[src/rtl/gray_conv_arbiter.sv]
// Round-robin arbiter in front of one shared binary<->Gray converter.
// Optional handshake counter: define GRAY_CONV_ARB_STATS_EN.
module gray_conv_arbiter #(
  parameter int VEC_W   = 4,
  parameter int NUM_REQ = 4,
  localparam int ID_W   = $clog2(NUM_REQ)
) (
  input  logic                     clk,
  input  logic                     reset,
  input  logic [NUM_REQ-1:0]       req_valid_i,
  output logic [NUM_REQ-1:0]       req_ready_o,
  input  logic [NUM_REQ*VEC_W-1:0] req_data_i,
  input  logic [NUM_REQ-1:0]       req_mode_i,
  output logic                     rsp_valid_o,
  input  logic                     rsp_ready_i,
  output logic [VEC_W-1:0]         rsp_data_o,
  output logic [ID_W-1:0]          rsp_id_o,
  output logic                     rsp_mode_o,
  output logic                     busy_o
`ifdef GRAY_CONV_ARB_STATS_EN
  ,
  input  logic                     stats_clr_i,
  output logic [15:0]              conv_cnt_o
`endif
);
  // Shares one converter among NUM_REQ clients, round-robin from the last winner + 1.
  // Latency: 1 cycle from request transfer to rsp_valid_o; 1 response/cycle sustained.
  // Backpressure: a held response (rsp_ready_i low) stalls every requester.

  typedef struct packed {
    logic [VEC_W-1:0] dat;
    logic [ID_W-1:0]  id;
    logic             mode;
  } rsp_t;

  function automatic logic [VEC_W-1:0] bin2gray(input logic [VEC_W-1:0] b);
    return b ^ (b >> 1);
  endfunction

  function automatic logic [VEC_W-1:0] gray2bin(input logic [VEC_W-1:0] g);
    logic [VEC_W-1:0] b;
    b[VEC_W-1] = g[VEC_W-1];
    for (int i = VEC_W - 2; i >= 0; i--) begin
      b[i] = b[i+1] ^ g[i];
    end
    return b;
  endfunction

  logic [ID_W-1:0]  ptr;
  logic [ID_W-1:0]  cand;
  logic [ID_W-1:0]  gnt_id;
  logic             gnt_vld;
  logic             can_accept;
  logic             xfer;
  logic [VEC_W-1:0] sel_dat;
  logic             sel_mode;
  rsp_t             rsp_q;
  rsp_t             rsp_d;

  always_comb begin
    gnt_vld = 1'b0;
    gnt_id  = '0;
    cand    = '0;
    for (int i = 0; i < NUM_REQ; i++) begin
      cand = ID_W'((int'(ptr) + i) % NUM_REQ);
      if (!gnt_vld && req_valid_i[cand]) begin
        gnt_vld = 1'b1;
        gnt_id  = cand;
      end
    end
  end

  assign can_accept = !rsp_valid_o || rsp_ready_i;
  assign xfer       = gnt_vld && can_accept;

  always_comb begin
    req_ready_o         = '0;
    req_ready_o[gnt_id] = xfer;
  end

  assign sel_dat  = req_data_i[gnt_id*VEC_W +: VEC_W];
  assign sel_mode = req_mode_i[gnt_id];

  always_comb begin
    rsp_d.dat  = sel_mode ? gray2bin(sel_dat) : bin2gray(sel_dat);
    rsp_d.id   = gnt_id;
    rsp_d.mode = sel_mode;
  end

  always_ff @(posedge clk or posedge reset) begin
    if (reset) begin
      rsp_valid_o <= 1'b0;
      rsp_q       <= '0;
      ptr         <= '0;
    end else if (xfer) begin
      rsp_valid_o <= 1'b1;
      rsp_q       <= rsp_d;
      ptr         <= (gnt_id == ID_W'(NUM_REQ - 1)) ? '0 : gnt_id + 1'b1;
    end else if (rsp_ready_i) begin
      rsp_valid_o <= 1'b0;
    end
  end

  assign rsp_data_o = rsp_q.dat;
  assign rsp_id_o   = rsp_q.id;
  assign rsp_mode_o = rsp_q.mode;
  assign busy_o     = rsp_valid_o;

`ifdef GRAY_CONV_ARB_STATS_EN
  // Clear wins over a same-cycle handshake; the count saturates rather than wraps.
  always_ff @(posedge clk or posedge reset) begin
    if (reset) begin
      conv_cnt_o <= '0;
    end else if (stats_clr_i) begin
      conv_cnt_o <= '0;
    end else if (rsp_valid_o && rsp_ready_i && conv_cnt_o != 16'hFFFF) begin
      conv_cnt_o <= conv_cnt_o + 16'd1;
    end
  end
`endif

endmodule

[config.mk]
export PLATFORM = sky130hd
export DESIGN_NAME = gray_conv_arbiter
export DESIGN_NICKNAME = d
export VERILOG_FILES = /design/src/rtl/gray_conv_arbiter.sv
export SDC_FILE = /design/constraint.sdc
export NUM_CORES = 1
export LEC_CHECK = 0
export ABC_AREA = 1
export BUFFER_PORTS_ARGS = -buffer_cell sky130_fd_sc_hd__buf_2
export CAP_MARGIN = 20
export CORE_ASPECT_RATIO = 0.8
export CORE_MARGIN = 1
export CORE_UTILIZATION = 51
export CTS_CLUSTER_SIZE = 10
export DETAILED_ROUTE_END_ITERATION = 12
export PLACE_DENSITY = 0.86
export SLEW_MARGIN = 20
export SYNTH_ARGS = -nofsm -noshare
export SYNTH_HDL_FRONTEND = slang
export SYNTH_SLANG_ARGS = --single-unit
[constraint.sdc]
create_clock -name clk -period 2.4 [get_ports clk]
set_input_delay 0.24 -clock clk [delete_from_list [all_inputs] [get_ports clk]]
set_output_delay 0.24 -clock clk [all_outputs]
set_load 0.1 [all_outputs]
==> out/summary.md <==
The run finished, with violations left. The final reports fail on DRC, setup timing. Class of the tightest hold or removal check: input port to flip-flop. The achievable clock frequency is 398 MHz. Data on the critical path is required at its endpoint by 2160 ps. The area of the placeable core is 2210 sq um, and the starting DRC count in detailed routing is 114.

After detailed routing, the average wire length per cell comes to 14.5 um. For flop-to-flop paths, the worst setup slack is -100 ps. The number of nets in the final layout was 290; the total of flip-flops plus latches after synthesis was 10. Once the floorplan was initialized, standard cells occupied 55.1% of the core. The die covers 2590 sq um.

The run gives 23.8% as the overall track demand over capacity in global routing. Setup repair after global routing could not meet its margin everywhere. The fraction of layout cells with a size suffix above 1 works out to 50.0%. Register clock-pin slew on the reported worst setup and hold paths: 80 ps.

The area growth from synthesis to layout is 53.1%, and the number of detailed-route iterations in the first pass is 10. At the placement stage, the worst setup path has a slack of 138 ps. Using the TritonRoute via totals, the vias-per-cell ratio works out to 5.53. The post-detailed-route count of antenna-violating nets came out at 0. The logs give 1220 sq um for the cell area after technology mapping and 1 for the post-detailed-route DRC marker count.

At the later pin of the worst-skew pair, clock insertion delay measures 280 ps. The weighted congestion reported at the end of routability-driven placement came out at 0.893. The number of nets produced by synthesis was 227; the combined buffer and inverter count along the critical path was 5. The headroom to the max-slew limit is 67.7%, and the sum of routed wire length over all layers is 4120 um. The standard-cell row count is 15, and the pin count of the biggest net entering global routing is 14. The run gives 1565 as the count of vias placed by the detailed router. In this run the worst setup path terminates at req_ready_o[1]. Setup violations remaining at the end of the flow were counted as 7. CTS saw 10 sinks. In this run the biggest area consumer among cell types represents 23.7% of the synthesized area. The element type at the critical path end was an output port. The die is 56.7 um wide. The tools report the maximum buffer depth of the clock tree as 2. The tools report the worst reg2reg path startpoint as ptr[0]. During synthesis, Yosys emitted a total of 0 warnings. The total of max-cap violations was 0; the period utilization was 105%.

For this run the aggregate overflow at the end of global routing stands at 0. The sequential-to-total area share from yosys stat was 20.5%; the final count of pins violating max slew was 0. The count of final hold-check violations was 0.

From bottom edge to top edge, the die measures 45.7 um. The endpoint identified for the worst register-to-register timing path is rsp_data_o[1]. In this design, the stage delay of the slowest critical-path cell is 400 ps. Counting distinct cell types in the post-synthesis netlist gives 24. In this run the worst path has a maximum fanout of 10.

The post-synthesis cell type with the largest combined area is nand2_1. The end-of-flow core utilization is 84.4%. For this design, the slowest cell found on the critical path is dfrtp_1.

For the worst flop-to-flop path, the logic depth is 22. The worst clock skew was 9.03 ps; the slew at the pin closest to its max-slew limit was 488 ps. The critical path crosses 15 cells after its start point. Broken down by cell family, the worst path's largest delay share belongs to simple AND/OR/NAND/NOR gates.

The average cell area after synthesis is 6.22 sq um. The worst setup path is of the flip-flop to output port kind. The tools report the number of antenna violations at the first check in global routing as 0.

By area the synthesized netlist is led by nand2_1, dfrtp_1, inv_1, nand3_1, nand2_4. The deepest level of the CTS H-tree is 1. The first global-routing pass estimated 4750 um of wire.

Synthesis produced 196 cells. The top-level I/O count was 40. STA puts the critical path data arrival time at 2270 ps.

The critical path goes through buf_6 -> clkinv_8 -> nand2_1 -> nand2_1 -> nand2_2 -> nand2_1 -> nand2_2 -> nand2_2 -> nand2_4 -> nand3_4 -> inv_4 -> ha_1 -> inv_2 -> nor2_4 -> buf_12. The worst setup path is launched from a flip-flop. The post-layout worst setup margin came out at -110 ps. TritonCTS built the clock tree. The via count of the first global-routing pass was 1167.

In this run the clock root is driven by a clkbuf_4. The smallest clock period supported by the final layout is computed as 2510 ps. The startpoint of the worst setup timing path was ptr[0]. Diode insertion count for antenna repair: 0. The number of clock buffers added by TritonCTS is 3. The wire-length estimate of the detail-placed layout is 2240 um. The quantity of I/O buffers inserted on ports works out to 39.
## timing repair
item                                    in CTS  in global routing
cloned                                       0                  1
endpoints found under the hold margin       10                  0
gates resized for setup                      7                 40
endpoints found under the setup margin       4                  7
hold buffers                                 1                  0
buffers inserted                             3                 10
pin swaps                                    2                  9
## synthesized netlist by cell type, drive strengths merged
cell	number
o21ai	10
and2	1
nand2	91
buf	5
nand3	24
nand4	5
o211ai	3
dfrtp	10
nor2	7
clkbuf	1
ha	4
inv	35
## logic make-up (layout without fill, tap and decap cells)
| family | Yosys count | count (layout) | share of synthesized area (%) |
|---|---|---|---|
| fa+ha+maj | 4 | 4 | 4.10 |
| simple gates | 128 | 128 | 52.8 |
| compound gates | 13 | 13 | 6.67 |
| flops | 10 | 10 | 20.5 |
| buf+inv | 41 | 103 | 15.9 |
## metal layers
layer / GRT usage [%] / vias to the layer above / part of all wire (%)
li1: - / 731 / -
met1: 32.4 / 719 / 41
met2: 40.7 / 102 / 48
met3: 1.70 / 13 / 8.9
met4: 8.00 / 0 / 2.4
met5: 0 / - / 0
## layout make-up
type	count	area, sq um
timing repair buffer	64	494
tap	25	31.3
multi-input combinational	145	903
sequential	10	251
fill	134	347
inverter	35	151
clock buffer	4	36.3
## metrics by stage
stage	instance area, sq um	hold WS (ps)	cells	setup TNS [ps]
3_3_place_gp	1560	219	264	0
4_1_cts	1650	241	272	0
5_1_grt	1870	234	283	-1440
2_1_floorplan	1240	80.2	196	-153
3_5_place_dp	1560	221	264	0
6_report	1870	227	283	-532
## how the worst min path moves through the flow
stage,endpoint,startpoint,cells past startpoint,slack [ps]
4_1_cts,busy_o,rsp_ready_i,4,240
6_report,busy_o,rsp_ready_i,4,230
5_1_grt,busy_o,rsp_ready_i,4,230
3_5_place_dp,rsp_data_o[0],reset,2,220
2_1_floorplan,busy_o,reset,1,80
3_3_place_gp,rsp_data_o[0],reset,2,220
## tightest hold or removal path, cell delays in order
cell and delay [ps]:
buf_2 70, inv_1 30, nand2_1 80, nand2_1 60
## flip-flops by register name (all words and copies together) (netlist names)
signal / flops
rsp_data_o: 4
ptr: 2
rsp_id_o: 2
busy_o: 1
rsp_mode_o: 1
## placed cells by master, fill, tap and decap left out, drive strengths merged
cell,instances
nand2,91
buf,62
inv,34
nand3,24
dfrtp,10
o21ai,10
nor2,7
nand4,5
clkbuf,5
ha,4
o211ai,3
clkinv,1
and2,1
dlygate4sd3,1
Power is left out: the tool's default activity adds up to more than one toggle a clock period on the data nets, which glitch-free logic cannot reach.
